`src/rtl/cpu_types_pkg.sv`:
```
// Shared types for the cache-facing memory path: RAM status, arbiter states, defaults.
package cpu_types_pkg;

    typedef enum logic [1:0] {
        FREE   = 2'd0,
        BUSY   = 2'd1,
        ACCESS = 2'd2,
        ERROR  = 2'd3
    } ramstate_t;

    typedef enum logic [1:0] {
        IDLE  = 2'd0,
        DATA  = 2'd1,
        INSTR = 2'd2,
        ERRST = 2'd3
    } arb_state_t;

    localparam int ARB_TIMEOUT_DEFAULT = 15;

endpackage

```
`src/rtl/arb_timeout_counter.sv`:
```
// Per-transaction watchdog: counts non-ACCESS cycles; o_tc flags the cycle the count reaches TIMEOUT.
module arb_timeout_counter #(
    parameter int TIMEOUT = 15
) (
    input  logic CLK,
    input  logic nRST,
    input  logic i_clr,
    input  logic i_en,
    output logic o_tc
);
    logic [7:0] r_cnt;

    always_ff @(posedge CLK or negedge nRST) begin
        if (!nRST)      r_cnt <= '0;
        else if (i_clr) r_cnt <= '0;
        else if (i_en)  r_cnt <= r_cnt + 8'd1;
    end

    // Terminal on the increment that would make the count equal TIMEOUT.
    assign o_tc = i_en && (r_cnt == 8'(TIMEOUT - 1));
endmodule

```
`src/rtl/memory_arbiter.sv`:
```
// Serializes instruction fetches and data loads/stores onto a single-ported RAM, data first.
module memory_arbiter
    import cpu_types_pkg::*;
#(
    parameter int ADDR_W  = 32,
    parameter int WORD_W  = 32,
    parameter int TIMEOUT = ARB_TIMEOUT_DEFAULT
) (
    input  logic              CLK,
    input  logic              nRST,
    input  logic              iREN,
    input  logic [ADDR_W-1:0] iaddr,
    input  logic              dREN,
    input  logic              dWEN,
    input  logic [ADDR_W-1:0] daddr,
    input  logic [WORD_W-1:0] dstore,
    output logic              iwait,
    output logic              dwait,
    output logic [WORD_W-1:0] iload,
    output logic [WORD_W-1:0] dload,
    output logic              ramREN,
    output logic              ramWEN,
    output logic [ADDR_W-1:0] ramaddr,
    output logic [WORD_W-1:0] ramstore,
    input  logic [WORD_W-1:0] ramload,
    input  logic [1:0]        ramstate,
    output logic              err
);
    arb_state_t        r_state, w_next;
    logic [ADDR_W-1:0] r_addr;
    logic [WORD_W-1:0] r_store, r_iload, r_dload;
    logic              r_wr;
    logic              w_busy, w_iwait, w_dwait, w_tc, w_clr, w_en;
    ramstate_t         w_rs;

    assign w_rs   = ramstate_t'(ramstate);
    assign w_busy = (r_state == DATA) || (r_state == INSTR);
    assign w_en   = w_busy && (w_rs != ACCESS);
    assign w_clr  = !w_busy || (w_next != r_state);

    arb_timeout_counter #(.TIMEOUT(TIMEOUT)) u_tmo (
        .CLK  (CLK),
        .nRST (nRST),
        .i_clr(w_clr),
        .i_en (w_en),
        .o_tc (w_tc)
    );

    always_comb begin
        w_next  = r_state;
        w_iwait = 1'b1;
        w_dwait = 1'b1;
        unique case (r_state)
            IDLE: begin
                if (dREN || dWEN) w_next = DATA;
                else if (iREN)    w_next = INSTR;
            end
            DATA: begin
                if (w_rs == ACCESS) begin
                    w_next  = IDLE;
                    w_dwait = 1'b0;
                end
                else if (w_rs == ERROR)  w_next = ERRST;
                else if (!(dREN || dWEN)) w_next = IDLE;
                else if (w_tc)           w_next = ERRST;
            end
            INSTR: begin
                if (w_rs == ACCESS) begin
                    w_next  = IDLE;
                    w_iwait = 1'b0;
                end
                else if (w_rs == ERROR) w_next = ERRST;
                else if (!iREN)         w_next = IDLE;
                else if (w_tc)          w_next = ERRST;
            end
            default: w_next = ERRST;
        endcase
    end

    always_ff @(posedge CLK or negedge nRST) begin
        if (!nRST) begin
            r_state <= IDLE;
            r_addr  <= '0;
            r_store <= '0;
            r_wr    <= 1'b0;
            r_iload <= '0;
            r_dload <= '0;
        end else begin
            r_state <= w_next;
            // Capture the request only on the IDLE exit edge; later address changes are ignored.
            if (r_state == IDLE) begin
                if (dREN || dWEN) begin
                    r_addr  <= daddr;
                    r_store <= dstore;
                    r_wr    <= dWEN;
                end else if (iREN) begin
                    r_addr  <= iaddr;
                    r_store <= '0;
                    r_wr    <= 1'b0;
                end
            end
            if (!w_iwait) r_iload <= ramload;
            if (!w_dwait) r_dload <= ramload;
        end
    end

    assign iwait    = w_iwait;
    assign dwait    = w_dwait;
    assign iload    = w_iwait ? r_iload : ramload;
    assign dload    = w_dwait ? r_dload : ramload;
    assign ramREN   = w_busy && !r_wr;
    assign ramWEN   = w_busy && r_wr;
    assign ramaddr  = w_busy ? r_addr : '0;
    assign ramstore = w_busy ? r_store : '0;
    assign err      = (r_state == ERRST);
endmodule

```
`config.mk`:
```
export PLATFORM = sky130hd
export DESIGN_NAME = memory_arbiter
export DESIGN_NICKNAME = d
export VERILOG_FILES = /design/src/rtl/cpu_types_pkg.sv /design/src/rtl/arb_timeout_counter.sv /design/src/rtl/memory_arbiter.sv
export SDC_FILE = /design/constraint.sdc
export NUM_CORES = 1
export LEC_CHECK = 0
export BUFFER_PORTS_ARGS = -buffer_cell sky130_fd_sc_hd__buf_2
export CORE_UTILIZATION = 48
export CTS_CLUSTER_SIZE = 24
export DETAILED_ROUTE_END_ITERATION = 10
export PLACE_DENSITY = 0.81
export SETUP_SLACK_MARGIN = 0.05
export SYNTH_ARGS = -nofsm -noshare
export SYNTH_HDL_FRONTEND = slang
export SYNTH_SLANG_ARGS = --single-unit
```
`constraint.sdc`:
```
create_clock -name CLK -period 2.1 [get_ports CLK]
set_input_delay 0.315 -clock CLK [delete_from_list [all_inputs] [get_ports CLK]]
set_output_delay 0.315 -clock CLK [all_outputs]
set_load 0.005 [all_outputs]
```
==> metrics.yaml <==
run_status:
  status: "complete, but fails checks"
  violations: "setup timing"
yosys:
  yosysSeqAreaShare_pct: 56.9
  ys_warn_count: 0
  synth_top_area_cell: "dfrtp_1"
  synth-seq-cells: 139
  syn-num-nets: 637
  synth_area_per_cell_um2: 12.3
  synth_edf_count: 0
  synth_top_area_share_pct: 56.9
  synth.area.top_cells: "dfrtp_1 57%, mux2_2 12%, and2_1 6.6%"
  netlist_area_um2: 6120
  ys_types: 38
  async_reset_ff_share_pct: 100
  syn_inst: 496
  ys.flop_type: "dfrtp_1"
pwr:
  vdd_drop_max_v: 0.000980
  swShare_pct: 33.2
  p_leak_nw: 5.25
  sequentialPowerShare_pct: 25.7
  intPower_w: 0.0121
  p_comb_share_pct: 57.3
  powerDensity_nw_per_um2: 1780
  power_w: 0.0182
  power.net_switching_w: 0.00602
  p_clk_share_pct: 17.0
global_route:
  antenna_found_initial: 1
  grt_pass1_wl_um: 29700
  grt_pass1_vias: 5515
  grt.total_usage_pct: 30.4
  gr-total-overflow: 0
  grt_max_degree: 68
min_path:
  worstHoldStart: "dstore[8]"
  hold_path_class: "primary input to flip-flop"
sta:
  max_freq_ghz: 0.435
  maxSlewHeadroom_pct: 60.7
  worst_pin_slew_ns: 0.590
  hold_violations: 0
  setup-violations-final: 138
  fin_ws_ns: -0.201
  period_needed_ns: 2.30
  finalMaxSlewViolations: 0
  final.period_utilization_pct: 110
  fin_tns_setup_ns: -15.62
  worst_clock_skew_ns: 0.00831
  rsz0062_at_grt: "yes"
placed_design:
  port_buffers: 267
  gp_congestion: 0.869
  dp_hpwl_um: 11100
finish:
  fillers: 648
  final_nets: 958
  area_delta_synth_final_pct: 66.9
  layout-drive-gt1-share_pct: 58.8
detailed_routing:
  drt_pre_antenna_iters: 5
  via_per_inst: 5.54
  drt_wl_total_um: 22900
  antenna_left: 0
  num_vias: 5539
  dr.first_iter.drc_count: 343
  drc: 0
  wl_per_cell_um: 22.9
floorplan:
  core_um2: 12200
  die_x_um: 115
  dieArea_um2: 13200
  placementRows: 40
  die_height_um: 115
  start_util_pct: 50.1
  pin_count: 268
setup_path:
  critPathLaunchType: "flip-flop"
  path_class: "flip-flop to output port"
  r2r-start: "r_state[0]$_DFF_PN0_"
  worstSetupStartpoint: "r_state[0]$_DFF_PN0_"
  critPathMaxFanout: 8
  required_ns: 1.78
  arrival_ns: 1.99
  endpoint_kind: "output port"
clock_tree:
  clkSinkCount: 139
  clkLatencyLatePin_ns: 0.42
  clockRootBuffer: "clkbuf_16"
  cts_tree: "done"
  h-tree-depth: 4
  clockBufferDepth: 2
  clk_pin_slew_worst_paths_ns: 0.06
  cts_made_buffers: 17
run:
  cap_viol_max_count: 0
==> worst max-delay path: stages (launching register included) <==
cell	delay (ns)
dfrtp_1	0.42
buf_6	0.14
ha_4	0.16
nand2_4	0.07
buf_6	0.14
clkbuf_16	0.18
mux2_4	0.33
buf_6	0.12
==> path summary, 6_finish.rpt <==
kind | to | slack [ns] | depth (start not counted)
max in group asynchronous | r_iload[21]$_DFF_PN0_ | 0.98 | 3
min in group asynchronous | r_store[23]$_DFFE_PN0P_ | 0.43 | 2
max reg2reg | u_tmo.r_cnt[2]$_DFFE_PN0P_ | -0.07 | 9
min reg2reg | r_addr[21]$_DFFE_PN0P_ | 0.48 | 2
min | r_store[8]$_DFFE_PN0P_ | 0.12 | 2
max | dload[27] | -0.20 | 7
==> stage by stage <==
stage	area [um2]	util, %	hold slack [ns]	cells	setup WS, ns
2_1_floorplan	6120	-	0.0194	496	0.192
3_3_place_gp	7710	63.2	0.318	915	0.146
3_5_place_dp	7710	63.2	0.331	915	0.0420
4_1_cts	9270	75.9	0.106	965	-0.177
5_1_grt	10200	83.6	0.112	999	-0.263
6_report	10200	83.6	0.117	999	-0.201
==> cell families (layout without fill, tap and decap cells) <==
| logic type | count (synthesis) | after routing | share of synthesized area (%) |
|---|---|---|---|
| other cells | 0 | 1 | 0 |
| compound gates | 80 | 80 | 9.49 |
| xor+xnor | 7 | 7 | 1.00 |
| fa+ha+maj | 6 | 6 | 1.23 |
| simple gates | 132 | 132 | 11.6 |
| mux | 97 | 97 | 17.2 |
| buf+inv | 35 | 369 | 2.62 |
| flops | 139 | 139 | 56.9 |
==> cell type report <==
type	count	area, um2	area share, %
antenna	1	2.50	0.0245
clock buffer	25	485	4.76
tap	168	210	2.06
sequential	139	3480	34.1
inverter	3	11.3	0.110
clock inverter	7	113	1.10
multi-input combinational	322	2950	28.9
timing repair buffer	334	2960	29.0
==> placed cells by master, fill, tap and decap left out, types with 5 or more instances in the layout <==
master / n
xor2_1: 5
dfrtp_1: 139
buf_2: 157
buf_12: 13
buf_4: 34
clkbuf_16: 25
mux2_4: 64
and2_4: 45
o21ai_1: 5
clkbuf_1: 5
mux2i_1: 32
buf_16: 5
and2_1: 20
a22o_1: 33
nor3_1: 8
o21ai_0: 31
nand2_1: 40
buf_6: 116
==> cell usage after synthesis, types with 2 or more instances <==
cell type,n
xor2_1,5
o21ai_1,5
dfrtp_1,139
and2_1,65
mux2i_1,32
nand3_1,3
nand2_1,42
nor3_1,8
ha_1,6
mux2_2,64
nand4_1,2
a21oi_1,2
o21ai_0,31
buf_2,14
xnor2_1,2
inv_1,3
nand2b_1,2
a22o_1,33
nor2b_1,2
nor2_1,3
clkbuf_1,16
==> registers in the layout (all words and copies together), names as in the netlist <==
signal	cells
r_addr	32
r_dload	32
r_iload	32
r_store	32
u_tmo.r_cnt	8
r_state	2
r_wr	1
==> power groups by stage <==
stage / clock [W] / combinational (W) / sequential [W]
4_1_cts: 0.00307 / 0.00735 / 0.00449
5_1_grt: 0.00323 / 0.0109 / 0.00474
6_report: 0.00309 / 0.0104 / 0.00466
3_5_place_dp: 0 / 0.00541 / 0.00446
2_1_floorplan: 0 / 0.00315 / 0.00428
3_3_place_gp: 0 / 0.00522 / 0.00438
==> per-layer routing <==
metal  track usage (%)  vias up  wire length, um
met2              52.5      312            11800
li1                  -     2386                -
met5                 0        -                0
met1              35.5     2765             8610
met3              7.59       76             1420
met4              14.9        0              983
==> timing repair <==
item / CTS / global route
hold endpoints to repair: 56 / 0
endpoints found under the setup margin: 131 / 140
gates cloned: 7 / 9
buffers inserted: 10 / 26
resized for setup: 142 / 117
hold buffers: 1 / 0
pin swaps: 1 / 3
No activity file was read; power rests on OpenSTA's default activity.
